**src/rtl/alu_pkg.sv**
```systemverilog
// Shared definitions for the multi-cycle ALU execute stage.
// Contents: default widths, op-code values produced by the ALU control decoder,
// and the execute FSM state encoding.
package alu_pkg;

  localparam int unsigned ALU_DATA_W = 32;
  localparam int unsigned ALU_CTRL_W = 4;

  localparam logic [3:0] ALU_AND   = 4'd0;
  localparam logic [3:0] ALU_OR    = 4'd1;
  localparam logic [3:0] ALU_ADDU  = 4'd2;
  localparam logic [3:0] ALU_SRAV  = 4'd3;
  localparam logic [3:0] ALU_BEQ   = 4'd4;
  localparam logic [3:0] ALU_SLTIU = 4'd5;
  localparam logic [3:0] ALU_SUBU  = 4'd6;
  localparam logic [3:0] ALU_SLT   = 4'd7;
  localparam logic [3:0] ALU_ADDI  = 4'd8;
  localparam logic [3:0] ALU_ORI   = 4'd9;
  localparam logic [3:0] ALU_BNE   = 4'd10;
  localparam logic [3:0] ALU_MUL   = 4'd12;
  localparam logic [3:0] ALU_SRA   = 4'd13;
  localparam logic [3:0] ALU_LUI   = 4'd14;

  typedef enum logic {
    IDLE = 1'b0,
    MUL  = 1'b1
  } alu_state_e;

endpackage

```
**src/rtl/alu_shift_add_mul.sv**
```systemverilog
// Iterative shift-add multiplier datapath, one partial-product step per cycle.
// Build option: ALU_MUL_EARLY_EXIT_EN ends the multiply as soon as the shifted
// multiplier becomes zero; otherwise exactly DATA_W steps are always taken.
// Ports:
//   clk_i, rst_i  clock, async active-high reset
//   start_i       load operands (mcand=src1, mplier=src2, acc=0, cnt=0)
//   step_i        perform one step this cycle
//   src1_i/src2_i operands
//   done_o        the step taken this cycle is the last one
//   product_o     accumulator value after this cycle's step (low DATA_W bits)
module alu_shift_add_mul #(
  parameter int unsigned DATA_W = 32
) (
  input  logic              clk_i,
  input  logic              rst_i,
  input  logic              start_i,
  input  logic              step_i,
  input  logic [DATA_W-1:0] src1_i,
  input  logic [DATA_W-1:0] src2_i,
  output logic              done_o,
  output logic [DATA_W-1:0] product_o
);

  localparam int unsigned CntW = $clog2(DATA_W + 1);

  logic [DATA_W-1:0] mcand_q, mplier_q, acc_q;
  logic [CntW-1:0]   cnt_q;
  logic [DATA_W-1:0] acc_step, mplier_nx;
  logic [CntW-1:0]   cnt_nx;
  logic              last;

  assign acc_step  = mplier_q[0] ? acc_q + mcand_q : acc_q;
  assign mplier_nx = mplier_q >> 1;
  assign cnt_nx    = cnt_q + 1'b1;

`ifdef ALU_MUL_EARLY_EXIT_EN
  // Remaining multiplier bits are all zero, so acc can no longer change.
  assign last = (cnt_nx == CntW'(DATA_W)) || (mplier_nx == '0);
`else
  assign last = (cnt_nx == CntW'(DATA_W));
`endif

  assign done_o    = step_i & last;
  assign product_o = acc_step;

  always_ff @(posedge clk_i or posedge rst_i) begin
    if (rst_i) begin
      mcand_q  <= '0;
      mplier_q <= '0;
      acc_q    <= '0;
      cnt_q    <= '0;
    end else if (start_i) begin
      mcand_q  <= src1_i;
      mplier_q <= src2_i;
      acc_q    <= '0;
      cnt_q    <= '0;
    end else if (step_i) begin
      mcand_q  <= mcand_q << 1;
      mplier_q <= mplier_nx;
      acc_q    <= acc_step;
      cnt_q    <= cnt_nx;
    end
  end

endmodule

```
**src/rtl/alu_mc_exec.sv**
```systemverilog
// Multi-cycle execute stage fed by the ALU control decoder.
// Single-cycle ops finish at the accept edge; mul runs iteratively in
// alu_shift_add_mul while ready_o is low (stalls fetch).
// Build option: ALU_MUL_EARLY_EXIT_EN (see alu_shift_add_mul).
// Ports:
//   clk_i, rst_i      clock, async active-high reset
//   valid_i, ready_o  op handshake; accept = valid_i & ready_o
//   ctrl_i            op code
//   src1_i, src2_i    operands; shamt_i shift amount for sra
//   result_o, zero_o  registered result and branch flag
//   valid_o           one-cycle pulse when result_o/zero_o update
//   busy_o            multiply in progress
module alu_mc_exec
  import alu_pkg::*;
#(
  parameter int unsigned DATA_W = ALU_DATA_W,
  parameter int unsigned CTRL_W = ALU_CTRL_W
) (
  input  logic              clk_i,
  input  logic              rst_i,
  input  logic              valid_i,
  output logic              ready_o,
  input  logic [CTRL_W-1:0] ctrl_i,
  input  logic [DATA_W-1:0] src1_i,
  input  logic [DATA_W-1:0] src2_i,
  input  logic [4:0]        shamt_i,
  output logic [DATA_W-1:0] result_o,
  output logic              zero_o,
  output logic              valid_o,
  output logic              busy_o
);

  alu_state_e        state_q;
  logic [DATA_W-1:0] result_q;
  logic              zero_q, valid_q;
  logic [DATA_W-1:0] res_c;
  logic              zero_c;
  logic              accept, mul_start, mul_done;
  logic [DATA_W-1:0] mul_product;

  assign ready_o   = (state_q == IDLE);
  assign busy_o    = (state_q == MUL);
  assign accept    = valid_i & ready_o;
  assign mul_start = accept & (ctrl_i == ALU_MUL);

  alu_shift_add_mul #(
    .DATA_W (DATA_W)
  ) u_mul (
    .clk_i     (clk_i),
    .rst_i     (rst_i),
    .start_i   (mul_start),
    .step_i    (busy_o),
    .src1_i    (src1_i),
    .src2_i    (src2_i),
    .done_o    (mul_done),
    .product_o (mul_product)
  );

  always_comb begin
    res_c = '0;
    unique case (ctrl_i)
      ALU_AND:             res_c = src1_i & src2_i;
      ALU_OR, ALU_ORI:     res_c = src1_i | src2_i;
      ALU_ADDU, ALU_ADDI:  res_c = src1_i + src2_i;
      ALU_SUBU, ALU_BEQ,
      ALU_BNE:             res_c = src1_i - src2_i;
      ALU_SLT:   res_c = {{(DATA_W-1){1'b0}}, ($signed(src1_i) < $signed(src2_i))};
      ALU_SLTIU: res_c = {{(DATA_W-1){1'b0}}, (src1_i < src2_i)};
      ALU_LUI:   res_c = src2_i << 16;
      ALU_SRA:   res_c = DATA_W'($signed(src2_i) >>> shamt_i);
      ALU_SRAV:  res_c = DATA_W'($signed(src2_i) >>> src1_i[4:0]);
      default:   res_c = '0;
    endcase
    // bne inverts so the branch unit can always branch on zero_o.
    zero_c = (ctrl_i == ALU_BNE) ? (res_c != '0) : (res_c == '0);
  end

  always_ff @(posedge clk_i or posedge rst_i) begin
    if (rst_i) begin
      state_q  <= IDLE;
      result_q <= '0;
      zero_q   <= 1'b0;
      valid_q  <= 1'b0;
    end else begin
      valid_q <= 1'b0;
      case (state_q)
        IDLE: begin
          if (mul_start) begin
            state_q <= MUL;
          end else if (accept) begin
            result_q <= res_c;
            zero_q   <= zero_c;
            valid_q  <= 1'b1;
          end
        end
        MUL: begin
          if (mul_done) begin
            result_q <= mul_product;
            zero_q   <= (mul_product == '0);
            valid_q  <= 1'b1;
            state_q  <= IDLE;
          end
        end
        default: state_q <= IDLE;
      endcase
    end
  end

  assign result_o = result_q;
  assign zero_o   = zero_q;
  assign valid_o  = valid_q;

endmodule

```
**config.mk**
```make
export PLATFORM = sky130hd
export DESIGN_NAME = alu_mc_exec
export DESIGN_NICKNAME = d
export VERILOG_FILES = /design/src/rtl/alu_pkg.sv /design/src/rtl/alu_shift_add_mul.sv /design/src/rtl/alu_mc_exec.sv
export SDC_FILE = /design/constraint.sdc
export NUM_CORES = 1
export LEC_CHECK = 0
export CORE_ASPECT_RATIO = 1.1
export CORE_MARGIN = 2
export CORE_UTILIZATION = 50
export DETAILED_ROUTE_END_ITERATION = 7
export HOLD_SLACK_MARGIN = 0.12
export PLACE_DENSITY = 0.72
export SYNTH_ARGS = -nofsm -noshare
export SYNTH_HDL_FRONTEND = slang
export SYNTH_SLANG_ARGS = --single-unit
```
**constraint.sdc**
```tcl
create_clock -name clk_i -period 4.1 [get_ports clk_i]
set_input_delay 0.615 -clock clk_i [delete_from_list [all_inputs] [get_ports clk_i]]
set_output_delay 0.615 -clock clk_i [all_outputs]
set_load 0.05 [all_outputs]
```
# Word-level counts from Yosys, hierarchy flattened
# Cells that the tools add are included.
dict set report word_totals {
  ramBits 0
  rom_bits 0
  in_bits 76
  wordCells 74
  latch_bits 0
  ff_bits 137
  memories 0
}
dict set report op_classes {
  n_addsub 4
  reduce_logical 9
  bitwise 6
  n_mul 0
  magnitude_cmp 2
  shifts 2
  eq_ne 17
  n_mux 26
  div_mod_pow 0
}
# op n
set ops {}
lappend ops {{$mux W32} 10}
lappend ops {{$pmux W32 S9} 1}
lappend ops {{$add A32 B32 Y32} 2}
lappend ops {{$logic_not A32 Y1} 2}
lappend ops {{$lt A32 B32 Y1} 2}
lappend ops {{$pmux W32 S2} 1}
lappend ops {{$sshr A32 B5 Y32} 2}
lappend ops {{$and A32 B32 Y32} 1}
lappend ops {{$or A32 B32 Y32} 1}
lappend ops {{$reduce_bool A32 Y1} 1}
lappend ops {{$sub A32 B32 Y32} 1}
lappend ops {{$eq A4 B4 Y1 const B} 6}
lappend ops {{$eq A4 B3 Y1 const B} 4}
lappend ops {{$mux W6} 2}
lappend ops {{$mux W1} 9}
lappend ops {{$eq A4 B2 Y1 const B} 2}
lappend ops {{$add A6 B1 Y6 const B} 1}
lappend ops {{$eq A6 B6 Y1 const B} 1}
lappend ops {{$pmux W1 S2} 3}
lappend ops {{$eq A4 B1 Y1 const B} 1}
lappend ops {{$logic_not A4 Y1} 1}
lappend ops {{$ne A2 B1 Y1 const B} 2}
lappend ops {{$reduce_or A2 Y1} 2}
lappend ops {{$and A1 B1 Y1} 3}
lappend ops {{5 further kinds} 5}

# Longest topological paths before layout
# Gate-level depths: netlist of the first run.
dict set report depth {
  depth_word 8
  depth_mapped 17
  ltp_nobuf 17
}

# Modules after synthesis
# A second synthesis of the first run with hierarchy kept.
dict set report hier_totals {
  cells_unflattened 2120
  area_unflattened_um2 16532.1
}
# mod area_each_um2 instances cells_per_inst
set modules_own_cells {}
lappend modules_own_cells {alu_mc_exec 9791.9 1 1394}
lappend modules_own_cells {alu_shift_add_mul 6740.2 1 726}

# Least setup slack after synthesis of the first run
# No wires, ideal clock.
dict set report synth_timing {
  path_kind {input port to flip-flop}
  startpoint {in src2_i[3]}
  endpoint {reg zero_q (netlist: zero_o)}
  setup_slack_ns 0.322
  arrival_ns 3.652
  setup_ns 0.126
  path_stages 16
  t_required_ns 3.974
  path_cell_list {inv_1 > ha_1 > clkbuf_1 > nand2_1 > o31ai_2 > o22ai_1 > o2111a_1 > o41ai_1 > o221ai_1 > a211oi_1 > o2111ai_1 > nor4_1 > nand2_1 > nor3_1 > o32a_1 > nand3_1}
}
dict set report synth_between {
  elab_chain_len 7
  word_cells_on_any_way 15
  cone_classes {add/sub: 2; order compare: 2; shift: 2; mux: 5; bitwise: 2; reduce/logical: 2}
}
# item line_no
set synth_lines {}
lappend synth_lines {{start, declared} alu_mc_exec.sv:25} ;# input logic [DATA_W-1:0] src2_i,
lappend synth_lines {{$sub A32 B32 Y32, or another cell as far along} alu_mc_exec.sv:66} ;# ALU_BNE: res_c = src1_i - src2_i;
lappend synth_lines {{$pmux W32 S9 (*)} alu_mc_exec.sv:61} ;# unique case (ctrl_i)
lappend synth_lines {{$logic_not A32 Y1 / $reduce_bool A32 Y1 (equally long branches)} alu_mc_exec.sv:75} ;# zero_c = (ctrl_i == ALU_BNE) ? (res_c != '0) : (res_c == '0);
lappend synth_lines {{$mux W1 (*)} alu_mc_exec.sv:75}
lappend synth_lines {{$mux W1 (*)} alu_mc_exec.sv:90} ;# end else if (accept) begin
lappend synth_lines {{$mux W1 (*)} alu_mc_exec.sv:88} ;# if (mul_start) begin
lappend synth_lines {{$pmux W1 S2 (*)} alu_mc_exec.sv:86} ;# case (state_q)
lappend synth_lines {{end signal, assigned} alu_mc_exec.sv:92} ;# zero_q <= zero_c;
lappend synth_lines {{end signal, assigned} alu_mc_exec.sv:99} ;# zero_q <= (mul_product == '0);
lappend synth_lines {{end, declared} alu_mc_exec.sv:35} ;# logic zero_q, valid_q;
# Every way passes the cells marked *; elsewhere a longest branch is shown, timed or not. The select of a mux whose other input is x is not followed.
# A chain may end at the register's enable or synchronous reset.

# Final worst setup path of the first run
dict set report layout_timing {
  startpoint {reg u_mul.acc_q[0]}
  endpoint {reg zero_q (netlist: zero_o)}
}
dict set report layout_between {
  elab_chain_len 5
}
# item line_no
set layout_lines {}
lappend layout_lines {{start, declared} alu_shift_add_mul.sv:26} ;# logic [DATA_W-1:0] mcand_q, mplier_q, acc_q;
lappend layout_lines {{start signal, assigned} alu_shift_add_mul.sv:60} ;# acc_q <= acc_step;
lappend layout_lines {{$add A32 B32 Y32} alu_shift_add_mul.sv:32} ;# assign acc_step = mplier_q[0] ? acc_q + mcand_q : acc_q;
lappend layout_lines {{$mux W32 (*)} alu_shift_add_mul.sv:32}
lappend layout_lines {{$logic_not A32 Y1 (*)} alu_mc_exec.sv:99}
lappend layout_lines {{$mux W1 (*)} alu_mc_exec.sv:97} ;# if (mul_done) begin
lappend layout_lines {{$pmux W1 S2 (*)} alu_mc_exec.sv:86}
# Marked as above.

==> impl_results.md, run 1 <==
- Number of synthesized flops with an enable pin: 0
- # fillers: 2,086
- Yosys reg bits: 137
- Share of cells above drive strength 1: 34.10%
- Leakage power total: 10.80 nW
- Stages on the worst setup path: 15
- Crit-path max FO: 3
- Vias per Instance: 6.801
- Distinct cells, synth: 90
- Num rows: 66
- Buffer levels on the longest clock path: 2
- Post-CTS Hold Buffers: 0
- Post-synthesis cell area: 0.01512 mm^2
- DIE AREA: 0.03165 mm^2
- Post-Syn Nets: 2,169
- Max_slew headroom: 23.75%
- Overflow after GRT: 0
- I/O pins: 112
- Vias in the first global route: 18,960
- GP Congestion: 1.106
- WS Path Type: reg2reg
- Seq/Total Area, Yosys: 22.67%
- Slowest stage delay, CP: 600 ps
- Period Utilization, post-route: 103.6%
- CTS clk-pin slew, worst paths: 60 ps
- Period minus WS final: 4248 ps
- Remaining antenna violation count: 0
- Pre-CTS WS: -1469 ps
- Clock root buffer: clkbuf_16
- Residual DRC: 0
- CP required: 4490 ps
- Pin count of the biggest net entering global routing: 113
- Drt first pass iters: 7
- Clk_lat worst skew: 460 ps
- Wire length per cell: 27.86 um
- Switch share: 48.53%
- Sequential share of power: 22.6%
- Sum of buffers and inverters on the critical path: 1
- Post-Route WL: 81.75 mm
- TritonCTS clock tree: done
- Max H-tree Level: 4
- RSZ-0062 raised after global routing: yes
- Worst reg2reg path depth: 15
- Final setup vio count: 1
- Sw Pwr: 0.004944 W
- Clk sinks: 137
- Tot Pwr: 0.01019 W
- Failing checks: setup timing
- Asr flop ratio synth: 100.0%
- Cell Int Power: 0.005244 W
- Comb power frac: 61.7%
- Floorplan core area: 0.02965 mm^2
- Worst EP arrival: 4640 ps
- Initial antenna violation count: 2
- CP Launch Type: register
- Iter 0 DRT Violations: 3,070
- Cells after synthesis: 1,950
- CP endpoint kind: register
- Die Span X: 169.8 um
- VDD IR max: 0.0003928 V
- Top_reg_cell synth: dfrtp_1
- Mapped Avg Cell Area: 7.754 um^2
- Die Span Y: 186.4 um
- Buffers added on ports: 111
- Max-cap viol count: 0
- Fin. Hold Viols: 0
- Hold depth: 2
- Commonest non-fill, non-tap cell in the layout: buf_4
- Worst Tran Pin Value: 1141 ps
- Most frequent cells in the layout: 566 x buf_4, 287 x nand2_1, 145 x nor2_1
- Worst hold path class: reg2reg
- Nets: 2,766
- Fmax: 235.4 MHz
- Pwr Density: 451.5 mW/mm^2
- Total GRT Usage: 48.87%
- Starting density of the core: 51.00%
- HPWL Detailed: 60.81 mm
- Ant. Diodes: 0
- CP Cell Sequence: ha_4, fa_2, a211oi_4, nor2_2, o21ai_1, a22oi_1, mux2_2, inv_1, nand4_1, or4_4, or4_4, nor4_4, nand4_1, o32a_1, nand3_1
- Number of buffers created by CTS: 17
- Clk pwr share: 15.7%
- Yosys Warn Count: 0
- First-pass GRT wire length: 116.7 mm
- Final worst slack: -148.0 ps
- Status: finished, violations left
- Via Count: 19,960
- CP delay by family, top: simple AND/OR/NAND/NOR gates
- Crit-path slowest cell: or4_4
- Worst Skew: 13.16 ps
- Pins Over Slew Limit: 0
- Layout area overhead: 49.23%
state kept, by name, summed over array words and instances (netlist names):
signal          flops
zero_o              1
u_mul.mplier_q     32
valid_o             1
u_mul.mcand_q      32
busy_o              1
result_o           32
u_mul.cnt_q         6
u_mul.acc_q        32
repair_timing:
item,in CTS,in global routing
gates resized for setup,115,174
gates cloned,0,2
pin swaps,39,68
endpoints found under the setup margin,15,8
buffers inserted,23,25
cell usage after synthesis, types with 11 or more instances:
cell type | n | area share, %
a211oi_1 | 31 | 1.5
a221o_1 | 15 | 0.99
dfrtp_1 | 137 | 23
ha_1 | 140 | 12
o221ai_1 | 16 | 0.93
mux2i_1 | 112 | 7.4
o21ai_1 | 15 | 0.50
buf_2 | 11 | 0.36
mux2_2 | 29 | 2.2
nand4_1 | 21 | 0.87
o22ai_1 | 17 | 0.70
nor2_1 | 152 | 3.8
o21ai_0 | 108 | 3.6
a221oi_1 | 25 | 1.4
xnor2_1 | 34 | 2.0
o211ai_1 | 13 | 0.65
inv_1 | 107 | 2.7
a21o_1 | 27 | 1.3
nor3_1 | 37 | 1.2
a31oi_1 | 21 | 0.87
nor4_1 | 22 | 0.91
nand2_1 | 290 | 7.2
clkbuf_1 | 94 | 2.3
a21oi_1 | 138 | 4.6
o31ai_1 | 23 | 1.1
o21bai_1 | 14 | 0.70
o21a_1 | 17 | 0.84
a22oi_1 | 77 | 3.8
nand3_1 | 26 | 0.86
xor2_1 | 13 | 0.75
routing by layer:
metal  global-route usage [%]  wire length, um  share of wire [%]
met4                    38.17             8471                 10
met1                    59.64            29050                 36
met2                    75.20            34920                 43
met3                    9.714             9295                 11
met5                        0               13              0.016
cell families after synthesis:
logic type	count (synthesis)	share of synthesized area [%]
fa+ha+maj	143	11.98
xor+xnor	47	2.723
flops	137	22.67
simple gates	602	17.42
compound gates	645	29.03
mux	147	10.32
buf+inv	229	5.851
power groups by stage:
| stage | clock [W] | combinational (W) | sequential (W) |
|---|---|---|---|
| 2_1_floorplan | 0 | 0.00282 | 0.00272 |
| 3_3_place_gp | 0 | 0.00543 | 0.00224 |
| 3_5_place_dp | 0 | 0.00557 | 0.00226 |
| 4_1_cts | 0.00158 | 0.00581 | 0.00226 |
| 5_1_grt | 0.00165 | 0.00658 | 0.00234 |
| 6_report | 0.00160 | 0.00628 | 0.00231 |
path summary, 6_finish.rpt:
path | from | endpoint | slack, ps
min in group asynchronous | rst_i | u_mul.mplier_q[24] | 570
worst min-delay path | result_o[29] | result_o[29] | 480
max in group asynchronous | rst_i | busy_o | 2480
worst max register to register | u_mul.acc_q[0] | zero_o | -150
worst min register to register | result_o[29] | result_o[29] | 480
worst max-delay path | u_mul.acc_q[0] | zero_o | -150
final cells by class:
cell class / count / area (um^2) / share of cell area, %
multi-input combinational: 1584 / 11930 / 52.88
timing repair buffer: 696 / 5708 / 25.30
sequential: 137 / 3437 / 15.23
tap: 374 / 467.9 / 2.074
clock buffer: 19 / 452.9 / 2.007
inverter: 111 / 422.9 / 1.874
clock inverter: 13 / 142.6 / 0.6322
metrics by stage:
stage | instances | util, % | hold slack [ps] | cell area [um^2] | TNS (ps)
4_1_cts | 2908 | 73.15 | 482.0 | 21690 | 0
3_3_place_gp | 2855 | 68.81 | 456.1 | 20400 | -11740
2_1_floorplan | 1950 | - | 446.3 | 15120 | 0
3_5_place_dp | 2855 | 68.81 | 464.1 | 20400 | -13520
6_report | 2934 | 76.11 | 480.2 | 22560 | -148.0
5_1_grt | 2934 | 76.11 | 500.0 | 22560 | -231.7
tightest hold or removal path, delay by kind of cell, from the launching register on:
| kind | cells | cell delay [ps] |
|---|---|---|
| AO/OA/AOI/OAI | 1 | 60 |
| AND/OR/NAND/NOR | 1 | 40 |
| flip-flops | 1 | 340 |
(Power assumes the default switching activity.)
==> run 2, diff against run 1 <==
CORE_UTILIZATION = 49   (was 50)
PLACE_DENSITY = 0.71   (was 0.72)
==> impl_results.md, run 2 (synthesis results as in run 1) <==
- Status: finished, violations left
- Failing checks: DRC, setup timing
- Most frequent cells in the layout: 573 x buf_4, 287 x nand2_1, 148 x nor2_1
- Layout area overhead: 51.18%
- Pre-CTS WS: -1292 ps (+177.6 ps)
- Worst EP arrival: 4630 ps (about the same)
- CP endpoint kind: register
- Buffer levels on the longest clock path: 2 (unchanged)
- Worst Skew: 9.473 ps (-3.684 ps)
- CTS clk-pin slew, worst paths: 60 ps (about the same)
- HPWL Detailed: 60.36 mm (-0.73%)
- Floorplan core area: 0.03043 mm^2 (+2.6%)
- Vias per Instance: 6.736 (-0.95%)
- Worst hold path class: reg2reg
- Tot Pwr: 0.01042 W (+2.3%)
- Iter 0 DRT Violations: 3,168 (+3.2%)
- Buffers added on ports: 111 (unchanged)
- Leakage power total: 10.83 nW (+0.35%)
- Sequential cell area: 0.003432 mm^2 (-0.15%)
- Max H-tree Level: 4 (unchanged)
- Sw Pwr: 0.005085 W (+2.9%)
- Cell Int Power: 0.005339 W (+1.8%)
- Via Count: 20,140 (+0.90%)
- Residual DRC: 3 (+3)
- Post-Place Cells: 2,894 (+1.4%)
- Sequential share of power: 22.3% (-0.3 points)
- Post-Route WL: 83.07 mm (+1.6%)
- CP required: 4490 ps (about the same)
- Max_slew headroom: 34.46% (+11 points)
- Total GRT Usage: 49.05% (+0.18 points)
- Wire length per cell: 27.79 um (-0.25%)
- Num rows: 67 (+1.5%)
- Clk sinks: 137 (unchanged)
- Period Utilization, post-route: 103.5% (-0.14 points)
- Pin count of the biggest net entering global routing: 109 (-3.5%)
- Switch share: 48.78% (+0.25 points)
- VDD IR max: 0.0003110 V (-21%)
- WS Path Type: reg2reg
- Number of buffers created by CTS: 17 (unchanged)
- Comb power frac: 61.8% (about the same)
- CP Launch Type: register
- Remaining antenna violation count: 0 (unchanged)
- Initial antenna violation count: 2 (unchanged)
- Final setup vio count: 2 (+1)
- Final worst slack: -142.4 ps (+5.589 ps)
- Die Span X: 171.5 um (+0.99%)
- Multi-input gate area: 0.01203 mm^2 (+0.79%)
- Pins Over Slew Limit: 0 (unchanged)
- Clk_lat worst skew: 450 ps (about the same)
- Drt first pass iters: 8 (+1)
- Fmax: 235.7 MHz (+0.13%)
- Period minus WS final: 4242 ps (-5.589 ps)
- Starting density of the core: 49.69% (-1.3 points)
- Commonest non-fill, non-tap cell in the layout: buf_4
- GP Congestion: 1.128 (+2.0%)
- Post-CTS Hold Buffers: 0 (unchanged)
- First-pass GRT wire length: 117.7 mm (+0.88%)
- TritonCTS clock tree: done
- Ant. Diodes: 0 (unchanged)
- Overflow after GRT: 0 (unchanged)
- Clock root buffer: clkbuf_16
- Vias in the first global route: 19,120 (+0.86%)
- Worst Tran Pin Value: 974.1 ps (-166.9 ps)
- Nets: 2,781 (+0.54%)
- Max-cap viol count: 0 (unchanged)
- Final std cells w/o fill: 2,989 (+1.9%)
- I/O pins: 112 (unchanged)
- DIE AREA: 0.03228 mm^2 (+2.0%)
- Crit-path max FO: 3 (unchanged)
- Fin. Hold Viols: 0 (unchanged)
- Pwr Density: 456.0 mW/mm^2 (+1.0%)
- # fillers: 2,141 (+2.6%)
- Share of cells above drive strength 1: 34.56% (+0.46 points)
- Die Span Y: 188.2 um (+0.99%)
- Clk pwr share: 16.0% (+0.3 points)
-- run 2: cell count changes in the layout (fill, tap and decap cells not counted), sizes merged, moves of 3 or more --
cell / change
dlygate4sd2: +9
clkinv: -4
dlymetal6s2s: -5
clkdlybuf4s15: +4
buf: +15
inv: +3
clkdlybuf4s50: -6
-- run 2: through the flow --
step	setup TNS (ps)	hold slack (ps)	cell area [um^2]	util, %
floorplan	0	446.3	15120	-
global placement	-9830	459.2	20480	67.29
detailed placement	-11180	463.1	20480	67.29
CTS	0	478.7	22010	72.32
global route	-263.3	492.4	22860	75.12
finish	-165.8	482.8	22860	75.12
-- run 2: worst max-delay path, cell delays in order (launching register included) --
cell and delay, ps:
dfrtp_1 430, ha_2 230, fa_2 390, a211oi_4 290, nor2_2 100, o21ai_1 210, a22oi_1 120, mux2_2 320
inv_1 80, nand4_1 90, or4_4 540, or4_4 560, nor4_2 170, nand4_1 190, o32a_1 370, nand3_2 80
-- run 2: worst paths after layout --
kind | cells past startpoint | slack, ps | endpoint | startpoint
setup / recovery | 15 | -140 | zero_o | u_mul.mcand_q[0]
hold / removal | 1 | 480 | result_o[27] | result_o[27]
setup reg to reg | 15 | -140 | zero_o | u_mul.mcand_q[0]
hold reg to reg | 1 | 480 | result_o[27] | result_o[27]
max in group asynchronous | 3 | 2430 | u_mul.acc_q[22] | rst_i
min in group asynchronous | 2 | 630 | u_mul.mplier_q[28] | rst_i
-- run 2: power groups by stage --
stage / clock network, W / registers [W] / logic, W
after floorplan: 0 / 0.00272 / 0.00282
after CTS: 0.00165 / 0.00226 / 0.00592
after detailed placement: 0 / 0.00225 / 0.00561
final: 0.00166 / 0.00232 / 0.00644
after global routing: 0.00171 / 0.00234 / 0.00673
after global placement: 0 / 0.00222 / 0.00543
-- run 2: layout make-up --
cell class | count | area share, %
Tap cell | 414 | 2.266
Clock inverter | 12 | 0.7171
Clock buffer | 20 | 1.954
Sequential cell | 137 | 15.01
Timing Repair Buffer | 711 | 25.59
Inverter | 111 | 1.850
Multi-Input combinational cell | 1584 | 52.61
-- run 2: routing by layer --
| layer | track usage (%) | part of all wire, % | up-vias |
|---|---|---|---|
| met2 | 77.42 | 43 | 1673 |
| li1 | - | - | 8413 |
| met4 | 36.57 | 10 | 6 |
| met3 | 11.83 | 11 | 523 |
| met5 | 2.640 | 0.14 | - |
| met1 | 57.22 | 35 | 9520 |
-- run 2: what timing repair did --
item,CTS,global route
pin swaps,46,69
buffers inserted,29,33
hold endpoints to repair,0,0
endpoints found under the setup margin,9,2
gates cloned,0,2
gates resized for setup,184,142
